**src/rtl/pipeline_sequencer_pkg.sv**
```systemverilog
// ---------------------------------------------------------------------------
// pipeline_sequencer_pkg
// Constants used by the pipeline stall/flush sequencer and the pipeline
// registers it controls.
//   ST_RUN / ST_MEM_WAIT / ST_MD_WAIT : sequencer state encodings (2 bits)
//   NOP_INSTR                         : instruction loaded by flush/bubble muxes
//   MD_CNT_W                          : width of the mult/div occupancy counter
// ---------------------------------------------------------------------------
package pipeline_sequencer_pkg;

    localparam logic [1:0] ST_RUN      = 2'd0;
    localparam logic [1:0] ST_MEM_WAIT = 2'd1;
    localparam logic [1:0] ST_MD_WAIT  = 2'd2;

    // sll $0,$0,0 -- the canonical MIPS NOP.
    localparam logic [31:0] NOP_INSTR = 32'h0000_0000;

    // Wide enough for the largest legal mult/div latency (255).
    localparam int MD_CNT_W = 8;

endpackage

```
**src/rtl/pipeline_sequencer_sat.sv**
```systemverilog
// ---------------------------------------------------------------------------
// sat_counter
// Width-parameterised saturating up-counter with synchronous clear.
//   clk   : clock, rising edge
//   clear : synchronous clear to 0 (has priority over inc)
//   inc   : add one this cycle unless already at all-ones
//   count : current count value
// ---------------------------------------------------------------------------
module sat_counter #(
    parameter int W = 32
) (
    input  logic         clk,
    input  logic         clear,
    input  logic         inc,
    output logic [W-1:0] count
);

    always_ff @(posedge clk) begin
        if (clear) begin
            count <= '0;
        end else if (inc && (count != {W{1'b1}})) begin
            count <= count + W'(1);
        end
    end

endmodule

```
**src/rtl/pipeline_sequencer.sv**
```systemverilog
// ---------------------------------------------------------------------------
// pipeline_sequencer
// Central stall/flush sequencer for the 5-stage MIPS pipeline. Merges hazard
// unit requests, imem/dmem waits and mult/div occupancy into per-stage
// register enables, bubble inserts and the IF/ID flush.
//   clk, rst     : clock (rising edge), synchronous active-high reset
//   hz_stall     : load-use stall request
//   hz_flush     : taken branch/jump
//   imem_ready   : instruction memory data valid
//   dmem_req     : MEM stage accesses data memory
//   dmem_ready   : data memory completes this cycle
//   md_start     : EX holds a mult/div (held while it stays in EX)
//   pc_en, ifid_en, idex_en, exmem_en, memwb_en : register enables
//   ifid_flush, idex_bubble, exmem_bubble       : NOP inserts
//   md_done      : one-cycle pulse, mult/div result valid in EX
//   state        : 0=RUN, 1=MEM_WAIT, 2=MD_WAIT
//   stall_count  : saturating count of cycles with pc_en=0
// ---------------------------------------------------------------------------
module pipeline_sequencer
    import pipeline_sequencer_pkg::*;
#(
    parameter int MD_LATENCY = 32,
    parameter int CNT_W      = 32
) (
    input  logic             clk,
    input  logic             rst,
    input  logic             hz_stall,
    input  logic             hz_flush,
    input  logic             imem_ready,
    input  logic             dmem_req,
    input  logic             dmem_ready,
    input  logic             md_start,
    output logic             pc_en,
    output logic             ifid_en,
    output logic             ifid_flush,
    output logic             idex_en,
    output logic             idex_bubble,
    output logic             exmem_en,
    output logic             exmem_bubble,
    output logic             memwb_en,
    output logic             md_done,
    output logic [1:0]       state,
    output logic [CNT_W-1:0] stall_count
);

    // The entry cycle counts as the first EX cycle, so the counter is loaded
    // with the cycles still to go; the cycle that would take it from 1 to 0
    // is the last occupancy cycle and produces md_done.
    localparam logic [MD_CNT_W-1:0] MD_LOAD = MD_CNT_W'(MD_LATENCY - 1);

    logic [1:0]          state_next;
    logic [MD_CNT_W-1:0] md_cnt;
    logic [MD_CNT_W-1:0] md_cnt_next;
    logic                dmem_stall;
    logic                eval_rules;
    logic                allow_md;

    assign dmem_stall = dmem_req & ~dmem_ready;

    // Each state either forces its own outputs or hands over to the shared
    // priority chain (R2..R6, or R3..R6 when a mult/div is just finishing).
    always_comb begin
        pc_en        = 1'b1;
        ifid_en      = 1'b1;
        ifid_flush   = 1'b0;
        idex_en      = 1'b1;
        idex_bubble  = 1'b0;
        exmem_en     = 1'b1;
        exmem_bubble = 1'b0;
        memwb_en     = 1'b1;
        md_done      = 1'b0;
        state_next   = ST_RUN;
        md_cnt_next  = md_cnt;
        eval_rules   = 1'b0;
        allow_md     = 1'b0;

        if (rst) begin
            pc_en        = 1'b0;
            ifid_en      = 1'b0;
            idex_en      = 1'b0;
            exmem_en     = 1'b0;
            memwb_en     = 1'b0;
            ifid_flush   = 1'b1;
            idex_bubble  = 1'b1;
            exmem_bubble = 1'b1;
            md_cnt_next  = '0;
        end else begin
            case (state)
                ST_MEM_WAIT: begin
                    if (!dmem_ready) begin
                        pc_en      = 1'b0;
                        ifid_en    = 1'b0;
                        idex_en    = 1'b0;
                        exmem_en   = 1'b0;
                        memwb_en   = 1'b0;
                        state_next = ST_MEM_WAIT;
                    end else begin
                        eval_rules = 1'b1;
                        allow_md   = 1'b1;
                    end
                end
                ST_MD_WAIT: begin
                    if (dmem_stall) begin
                        // Freeze everything; the occupancy counter holds.
                        pc_en      = 1'b0;
                        ifid_en    = 1'b0;
                        idex_en    = 1'b0;
                        exmem_en   = 1'b0;
                        memwb_en   = 1'b0;
                        state_next = ST_MD_WAIT;
                    end else if (md_cnt > MD_CNT_W'(1)) begin
                        pc_en        = 1'b0;
                        ifid_en      = 1'b0;
                        idex_en      = 1'b0;
                        exmem_bubble = 1'b1;
                        md_cnt_next  = md_cnt - MD_CNT_W'(1);
                        state_next   = ST_MD_WAIT;
                    end else begin
                        // Final occupancy cycle: result valid, md_start ignored.
                        md_done     = 1'b1;
                        md_cnt_next = '0;
                        eval_rules  = 1'b1;
                    end
                end
                default: begin
                    // RUN, and the unreachable encoding 3 treated as RUN.
                    if (dmem_stall) begin
                        pc_en      = 1'b0;
                        ifid_en    = 1'b0;
                        idex_en    = 1'b0;
                        exmem_en   = 1'b0;
                        memwb_en   = 1'b0;
                        state_next = ST_MEM_WAIT;
                    end else begin
                        eval_rules = 1'b1;
                        allow_md   = 1'b1;
                    end
                end
            endcase

            // Shared priority chain; hz_stall beats hz_flush so the branch
            // re-resolves once the load-use stall clears.
            if (eval_rules) begin
                if (allow_md && md_start) begin
                    pc_en        = 1'b0;
                    ifid_en      = 1'b0;
                    idex_en      = 1'b0;
                    exmem_bubble = 1'b1;
                    md_cnt_next  = MD_LOAD;
                    state_next   = ST_MD_WAIT;
                end else if (hz_stall) begin
                    pc_en       = 1'b0;
                    ifid_en     = 1'b0;
                    idex_bubble = 1'b1;
                end else if (hz_flush) begin
                    ifid_flush = 1'b1;
                end else if (!imem_ready) begin
                    pc_en      = 1'b0;
                    ifid_flush = 1'b1;
                end
            end
        end
    end

    // State and occupancy counter registers.
    always_ff @(posedge clk) begin
        if (rst) begin
            state  <= ST_RUN;
            md_cnt <= '0;
        end else begin
            state  <= state_next;
            md_cnt <= md_cnt_next;
        end
    end

    // Reset clear wins over the pc_en=0 increment during reset.
    sat_counter #(
        .W(CNT_W)
    ) u_stall_counter (
        .clk   (clk),
        .clear (rst),
        .inc   (~pc_en),
        .count (stall_count)
    );

endmodule

```
**config.mk**
```make
export PLATFORM = sky130hd
export DESIGN_NAME = pipeline_sequencer
export DESIGN_NICKNAME = d
export VERILOG_FILES = /design/src/rtl/pipeline_sequencer_pkg.sv /design/src/rtl/pipeline_sequencer_sat.sv /design/src/rtl/pipeline_sequencer.sv
export SDC_FILE = /design/constraint.sdc
export NUM_CORES = 1
export LEC_CHECK = 0
export BUFFER_PORTS_ARGS = -buffer_cell sky130_fd_sc_hd__buf_2
export CORE_MARGIN = 10
export CORE_UTILIZATION = 45
export CTS_CLUSTER_DIAMETER = 40
export DETAILED_ROUTE_END_ITERATION = 8
export GPL_TIMING_DRIVEN = 0
export PLACE_DENSITY = 0.78
export REMOVE_ABC_BUFFERS = 1
export SLEW_MARGIN = 40
export SYNTH_ARGS = -nofsm -noshare
export SYNTH_HDL_FRONTEND = slang
export SYNTH_SLANG_ARGS = --single-unit
```
**constraint.sdc**
```tcl
create_clock -name clk -period 5 [get_ports clk]
set_clock_uncertainty 0.1 [all_clocks]
set_input_delay 1 -clock clk [delete_from_list [all_inputs] [get_ports clk]]
set_output_delay 1 -clock clk [all_outputs]
set_load 0.02 [all_outputs]
```
# After elaboration in Yosys (flattened, before gate mapping)
# Cells that the tools add are included.
# word_totals
mem_bits_ro	0
ff_bits	42
latchBits	0
mem_count	0
ram_bits	0
elab_cells	67
output_inout_bits	43
# classes
n_mul	0
bitwise_logic	3
n_addsub	2
n_lt_le_gt_ge	1
div	0
reduce_logical	2
mux	53
n_shift	0
eq_ne	3
# op_table
operator	count
$mux W1	41
$mux W8	5
$add A32 B1 Y32 const B	1
$ne A32 B32 Y1 const B	1
$gt A8 B1 Y1 const B	1
$mux W2	4
$sub A8 B1 Y8 const B	1
$pmux W1 S2	2
$pmux W2 S2	1
$eq A2 B1 Y1 const B	1
$eq A2 B2 Y1 const B	1
$logic_and A1 B1 Y1	2
$not A1 Y1	2
$and A1 B1 Y1	1

# Longest topological paths before layout
# Gate-level depths: netlist (run 1).
# logic_depth
depth_word	12
mapped_depth	10
ltp_nobuf	8

# Cells and area by module
# From an unflattened synthesis (run 1), not the netlist that was laid out.
# unflattened
hier_cells	274
hier_area_um2	2289.7
# by_module_without_submodules
mod	cells_per_inst	n_inst	area_each_um2
sat_counter	187	1	1606.5
pipeline_sequencer	87	1	683.2

# Worst setup path after synthesis (run 1)
# Ideal clock, no wire load.
# synth_timing
path_type	input to output
from	in dmem_ready
to	out ifid_en
t_required_ps	3900
cell_stages	3
t_arrival_ps	1993
path_slack_ps	1907
cell_sequence	o21a_1 -> o21a_1 -> nor4_1
# synth_between
elab_chain_cells	9
word_cells_on_any_way	14
cone_classes	mux (11); bitwise (2); reduce/logical (1)
# synth_lines
element	line	text
start, declared	pipeline_sequencer.sv:31	input logic dmem_ready,
$not A1 Y1	pipeline_sequencer.sv:58	assign dmem_stall = dmem_req & ~dmem_ready;
$and A1 B1 Y1	pipeline_sequencer.sv:58	
$mux W1	pipeline_sequencer.sv:127	if (dmem_stall) begin
$pmux W1 S2	pipeline_sequencer.sv:88	case (state)
$mux W1	pipeline_sequencer.sv:77	if (rst) begin
$logic_and A1 B1 Y1	pipeline_sequencer.sv:144	if (allow_md && md_start) begin
$mux W1	pipeline_sequencer.sv:144	
$mux W1 (*)	pipeline_sequencer.sv:143	if (eval_rules) begin
$mux W1 (*)	pipeline_sequencer.sv:77	
end, declared	pipeline_sequencer.sv:34	output logic ifid_en,
# Every way passes the cells marked *; elsewhere a longest branch is shown, timed or not. The select of a mux whose other input is x is not followed.

# Worst setup path after layout (run 1)
# layout_timing
from	reg state[0]
to	out pc_en
# layout_between
elab_chain_cells	8
word_cells_on_any_way	13
cone_classes	eq/ne (2); mux (10); reduce/logical (1)
# layout_lines
element	line	text
start, declared	pipeline_sequencer.sv:42	output logic [1:0] state,
start signal, assigned	pipeline_sequencer.sv:171	state <= state_next;
$eq A2 B2 Y1 / $eq A2 B1 Y1 (equally long branches)	pipeline_sequencer.sv:88	
$pmux W1 S2	pipeline_sequencer.sv:88	
$mux W1	pipeline_sequencer.sv:157	end else if (!imem_ready) begin
$mux W1	pipeline_sequencer.sv:155	end else if (hz_flush) begin
$mux W1	pipeline_sequencer.sv:151	end else if (hz_stall) begin
$mux W1	pipeline_sequencer.sv:144	
$mux W1 (*)	pipeline_sequencer.sv:143	
$mux W1 (*)	pipeline_sequencer.sv:77	
end, declared	pipeline_sequencer.sv:33	output logic pc_en,
# Marks and branches as above.

==> results.md, run 1 <==
- Status: completed
- Metal2 WL: 3.259 mm
- Post-CTS resize count: 0
- Max_cap viols: 0
- Uppermost layer routed: met4
- Starting Density: 46.30%
- CP Launch Type: register
- Via count: about 2500
- Final wirelength: around 6.5 mm
- Critical Path End Type: output port
- Die ar.: 0.009032 sq mm
- Final std cells w/o fill: 422
- Die height: about 95 microns
- Initial antenna violation count: 0
- Sequential area share after synthesis: 33.19%
- DRC: 0
- Synthesis warning total: 0
- Worst Hold Class: reg2reg
- WP data arrival: 2890 ps
- Placed insts: 414
- First-pass GRT wire length: 10.75 mm
- Ys flop type: dfxtp_1
- Post-DP Area: 0.002783 sq mm
- # clock sinks: 42
- GR Overflow Total: 0
- Critical path data required time: 3900 ps
- Final Max Tran Viols: 0
- Metal1 wirelength: roughly 2.8 mm
- PD cells: 240.1 mW/mm^2
- DRT iter0 DRCs: between 150 and 200
- Worst-Margin Slew: 750.9 ps
- Share of post-route cells with drive strength above 1: 22.29%
- EDFF count, synth: 0
- GPL Wtd Cong: 0.8311
- Worst VDD drop: 127.5 uV
- Port Buffers: 50
- Core ar.: 0.005473 sq mm
- CTS Buf Count: 5
- Max_slew headroom: around half
- Worst-Skew Late Latency: around 300 ps
- CP max FO: 48
- Synthesized area: 0.002534 sq mm
- Post-Synthesis Cells: 309
- Final hold vios: 0
- Minimum clock period: 3985 ps
- Final Util: a little over half
- ANT cells: 0
- Number of I/O pins: 51
- Synth async-reset ratio: 0%
- Largest net degree at the start of global routing: 60
- Clock transition at path regs: 80 ps
- Peak Freq: 250.9 MHz
- CTS tree: done
- Pre-Repair DR Iteration Count: 4
- CTS H-tree lvls: 2
- Tot GR Track Use: approximately 14%
- #FFs+latches synth: 42
- Met3 WL: roughly 340 microns
- LEAKAGE: 1.116 nW
- Vias in the first global route: 2291
- CTS Root Cell: clkbuf_8
- Final setup viols: 0
- Synth cell types: 44
- Final period util: roughly 80%
- Cts hold-fix bufs: 0
- # nets final: 362
- CTS max path bufs: 2
- DR vias/cell: between 5 and 6
- Synth-to-layout area growth: 13.68%
- Setup TNS: 0 ps
- Minimum hold slack: 397.0 ps
- Die Wd: 95.04 microns
- Setup WS pre-CTS: 1039 ps
- Fin worst setup slack: about 1000 ps
- Design Power: roughly 0.69 mW
- Site Rows: 27
- Post-DP HPWL: around 4.6 mm
- Setup Buffers After CTS: 0
- RSZ-0062 raised after global routing: false
- Setup CP Type: reg2out
- Post-route cell area: 0.002880 sq mm
- Syn avg cell area: 8.200 sq um
- Final ANT Viol Nets: 0
- Wire per inst: 15.39 microns
cells in the mapped netlist (3+ instances only):
cell	number	area, sq um
o31ai_1	18	135.1
nand4_1	11	68.82
nor2_1	33	123.9
or3_1	6	37.54
a21oi_1	31	155.2
nor3_1	15	75.07
nand3_1	22	110.1
and3_1	4	25.02
ha_1	5	62.56
and4_1	4	35.03
nand2_1	13	48.80
o21ai_1	4	20.02
buf_4	3	22.52
nor4_1	8	50.05
buf_6	3	33.78
xnor2_1	3	26.28
nor2b_1	10	62.56
buf_2	4	20.02
inv_1	9	33.78
or4_1	18	135.1
dfxtp_1	42	840.8
clkbuf_1	6	22.52
mux2_4	9	135.1
power breakdown:
part | internal, mW | switching [mW] | total (mW)
Combinational | 0.0390 | 0.0693 | 0.108
Clock | 0.111 | 0.117 | 0.228
Sequential | 0.343 | 0.0118 | 0.355
Total | 0.494 | 0.198 | 0.692
layer usage:
layer	vias to the layer above	global-route usage, %
met1	1179	17.56
li1	1247	-
met4	0	2.993
met3	6	3.535
met5	-	0
met2	60	24.20
cell usage in the layout (no fill, tap or decap), types with 3 or more instances in the layout:
cell	synthesis	layout
nor4_1	8	7
nor3_1	15	15
xnor2_1	3	3
nor2_1	33	33
o31ai_1	18	18
nand3_1	22	22
inv_1	9	9
clkbuf_8	0	6
or4_1	18	18
nor2b_1	10	10
or3_1	6	6
nand4_1	11	11
ha_1	5	5
mux2_4	9	9
and4_1	4	4
o21ai_1	4	4
buf_2	4	50
dfxtp_1	42	42
nand2_1	13	13
a21oi_1	31	31
and3_1	4	3
sequential cells by signal (all words and copies together), names as in the netlist:
register               flops
md_cnt                     8
u_stall_counter.count     32
state                      2
logic make-up (layout without fill, tap and decap cells):
group | count (synthesis) | count (layout) | synth area share (%)
adders and majority gates | 5 | 5 | 2.469
and+or+nand+nor | 154 | 154 | 34.22
buffers and inverters | 28 | 69 | 5.679
xor gates and xnor gates | 4 | 4 | 1.383
AOI/OAI and AO/OA | 63 | 63 | 16.00
muxes | 13 | 13 | 7.062
DFF | 42 | 42 | 33.19
layout make-up:
type | count | area (sq um)
clock buffers | 7 | 86.33
clock inverters | 1 | 5.005
fillers | 566 | 2592
inverters | 10 | 37.54
multi-input cells | 239 | 1563
flip-flops and latches | 42 | 840.8
well taps | 72 | 90.09
repair buffers | 51 | 257.7
final timing paths:
path | startpoint | to | slack (ps) | cells past startpoint
worst max-delay path | state[0] | pc_en | 1010 | 7
worst min-delay path | u_stall_counter.count[19] | u_stall_counter.count[19] | 400 | 2
worst min register to register | u_stall_counter.count[19] | u_stall_counter.count[19] | 400 | 2
worst max register to register | state[0] | u_stall_counter.count[30] | 1960 | 8
worst max-delay path, stage by stage, from the launching register on:
cell     delay, ps
dfxtp_1        350
inv_1           50
ha_1           380
o21a_1         220
o21ai_1        370
nand4_2        310
inv_2          610
buf_2          290
No activity file was read; power rests on OpenSTA's default activity.
==> run 2: changes to the inputs <==
Clock period 5 ns to 3.8 ns, I/O delays scaled along.
==> run 2 against run 1 <==
Compared with the run above:
- non-clock buffer count unchanged
- final area about the same
- largest cell class unchanged
- clock-buffer cell count unchanged
- flip-flop and latch count unchanged
- sequential share of layout area about the same
- register-to-register slack got worse by 1000 ps
- sequential power increased by 32%
- highest routed layer unchanged
- hold slack about the same
==> results.md, run 2 (synthesis gave the netlist of run 1 again) <==
- FF-to-FF setup slack: 950 ps
- Vias in the first global route: 2291
- Critical path data required time: 2940 ps
- Die height: between 90 and 100 microns
- LEAKAGE: roughly 1.1 nW
- Most frequent cells in the layout: 50 x buf_2, 42 x dfxtp_1, 33 x nor2_1
- WP data arrival: 2680 ps
- Max_slew headroom: roughly half
- Hold path endpoint: u_stall_counter.count[19]
- Top reg by flops: u_stall_counter.count
- Die Wd: about 95 microns
- Placed insts: 414
- Critical Path End Type: output port
- RSZ-0062 raised after global routing: false
- Setup Buffers After CTS: 0
- Post-CTS resize count: 0
- Clock transition at path regs: 80 ps
- Via count: roughly 2500
- Initial antenna violation count: 0
- DRC: 0
- GR Overflow Total: 0
- PD cells: 315.8 mW/mm^2
- Final setup viols: 0
- GPL Wtd Cong: about 0.83
- Final wirelength: 6.491 mm
- Pre-Repair DR Iteration Count: 4
- Multi-input logic area: 0.001563 sq mm
- Tot GR Track Use: 14.14%
- Largest net degree at the start of global routing: 60
- Wire per inst: 15.38 microns
- DR vias/cell: roughly 5.9
- # clock sinks: 42
- CTS H-tree lvls: 2
- Final hold vios: 0
- Final Max Tran Viols: 0
- Max_cap viols: 0
- CP max FO: 48
- CTS Root Cell: clkbuf_8
- Minimum clock period: 3544 ps
- Final std cells w/o fill: 422
- CTS Buf Count: 5
- First-pass GRT wire length: 10.75 mm
- Post-DP HPWL: 4.615 mm
- Setup CP Type: reg2out
- Most common cell after layout, fill and taps aside: buf_2
- Worst-Margin Slew: 750.7 ps
- ANT cells: 0
- CTS max path bufs: 2
- Cts hold-fix bufs: 0
- CTS tree: done
- Min-Delay Startpoint: u_stall_counter.count[19]
- Worst-Skew Late Latency: ~300 ps
- Worst Hold Class: reg2reg
- Fill cell count: 565
- CP Launch Type: register
- # nets final: 362
- Post-route cell area: 0.002883 sq mm
- FF/Latch Area: 840.8 sq um
- Worst VDD drop: 167.8 uV
- Number of I/O pins: 51
- Final period util: slightly above 90%
- Starting Density: roughly 46%
- Peak Freq: 282.2 MHz
- End of the worst register-to-register path: u_stall_counter.count[25]
- Share of post-route cells with drive strength above 1: between 20 and 25%
- Top flop regs: u_stall_counter.count (32), md_cnt (8), state (2)
- Flip-flop count of the largest register after layout: 32
- Core ar.: 0.005473 sq mm
- Post-DP Area: about 0.0028 sq mm
- Hold Path Stages: 2
- Final ANT Viol Nets: 0
- Port Buffers: 50
- Die ar.: 0.009032 sq mm
- R2r worst-path depth: 6
- Site Rows: 27
- FF-to-FF Start: u_stall_counter.count[23]
- Status: completed
- Synth-to-layout area growth: 13.78%
- DRT iter0 DRCs: 170
[run 2: cell types whose count changed in the layout (fill, tap and decap cells not counted)]
| cell | previous run | this run |
|---|---|---|
| inv_2 | 1 | 0 |
| inv_4 | 0 | 1 |
[run 2: worst max-delay path by stage]
stage                                          from                         to  slack (ps)  cells past startpoint
after floorplan           u_stall_counter.count[23]  u_stall_counter.count[27]         560                      5
after global placement    u_stall_counter.count[23]  u_stall_counter.count[27]         -40                      5
after detailed placement                 dmem_ready                      pc_en         320                      6
after CTS                                  state[0]                      pc_en          20                      7
after global routing                       state[0]                      pc_en          30                      7
final                                      state[0]                      pc_en         260                      7
[run 2: critical path: stages (launching register included)]
cell	delay [ps]
dfxtp_1	350
inv_1	50
ha_1	380
o21a_1	220
o21ai_1	370
nand4_2	330
inv_4	420
buf_2	250
[run 2: stage by stage]
| step | power [mW] | hold slack, ps | setup slack, ps | TNS (ps) | util, % |
|---|---|---|---|---|---|
| floorplan | 0.5706 | 385.3 | 560.5 | 0 | - |
| global placement | 0.6125 | 380.7 | -42.08 | -162.3 | 50.57 |
| detailed placement | 0.6188 | 389.5 | 318.9 | 0 | 50.85 |
| CTS | 0.9174 | 400.7 | 24.97 | 0 | 52.51 |
| global route | 0.9512 | 430.8 | 29.57 | 0 | 52.67 |
| finish | 0.9104 | 397.0 | 256.2 | 0 | 52.67 |
[run 2: report_power, final]
group | leakage [nW] | internal (mW) | switching (mW)
Combinational | 0.726 | 0.0514 | 0.0914
Sequential | 0.341 | 0.452 | 0.0156
Clock | 0.0482 | 0.147 | 0.154
[run 2: area by class of cell]
class / count / area share (%)
Multi-Input combinational cell: 239 / 54.21
Tap cell: 72 / 3.125
Clock inverter: 1 / 0.1736
Sequential cell: 42 / 29.17
Timing Repair Buffer: 51 / 8.941
Inverter: 10 / 1.389
Clock buffer: 7 / 2.995
[run 2: routing by layer]
layer,vias to the layer above,GRT usage (%),routed length [microns]
met2,60,24.20,3258
met4,0,2.993,51
li1,1247,-,-
met1,1180,17.56,2836
met5,-,0,0
met3,6,3.535,344
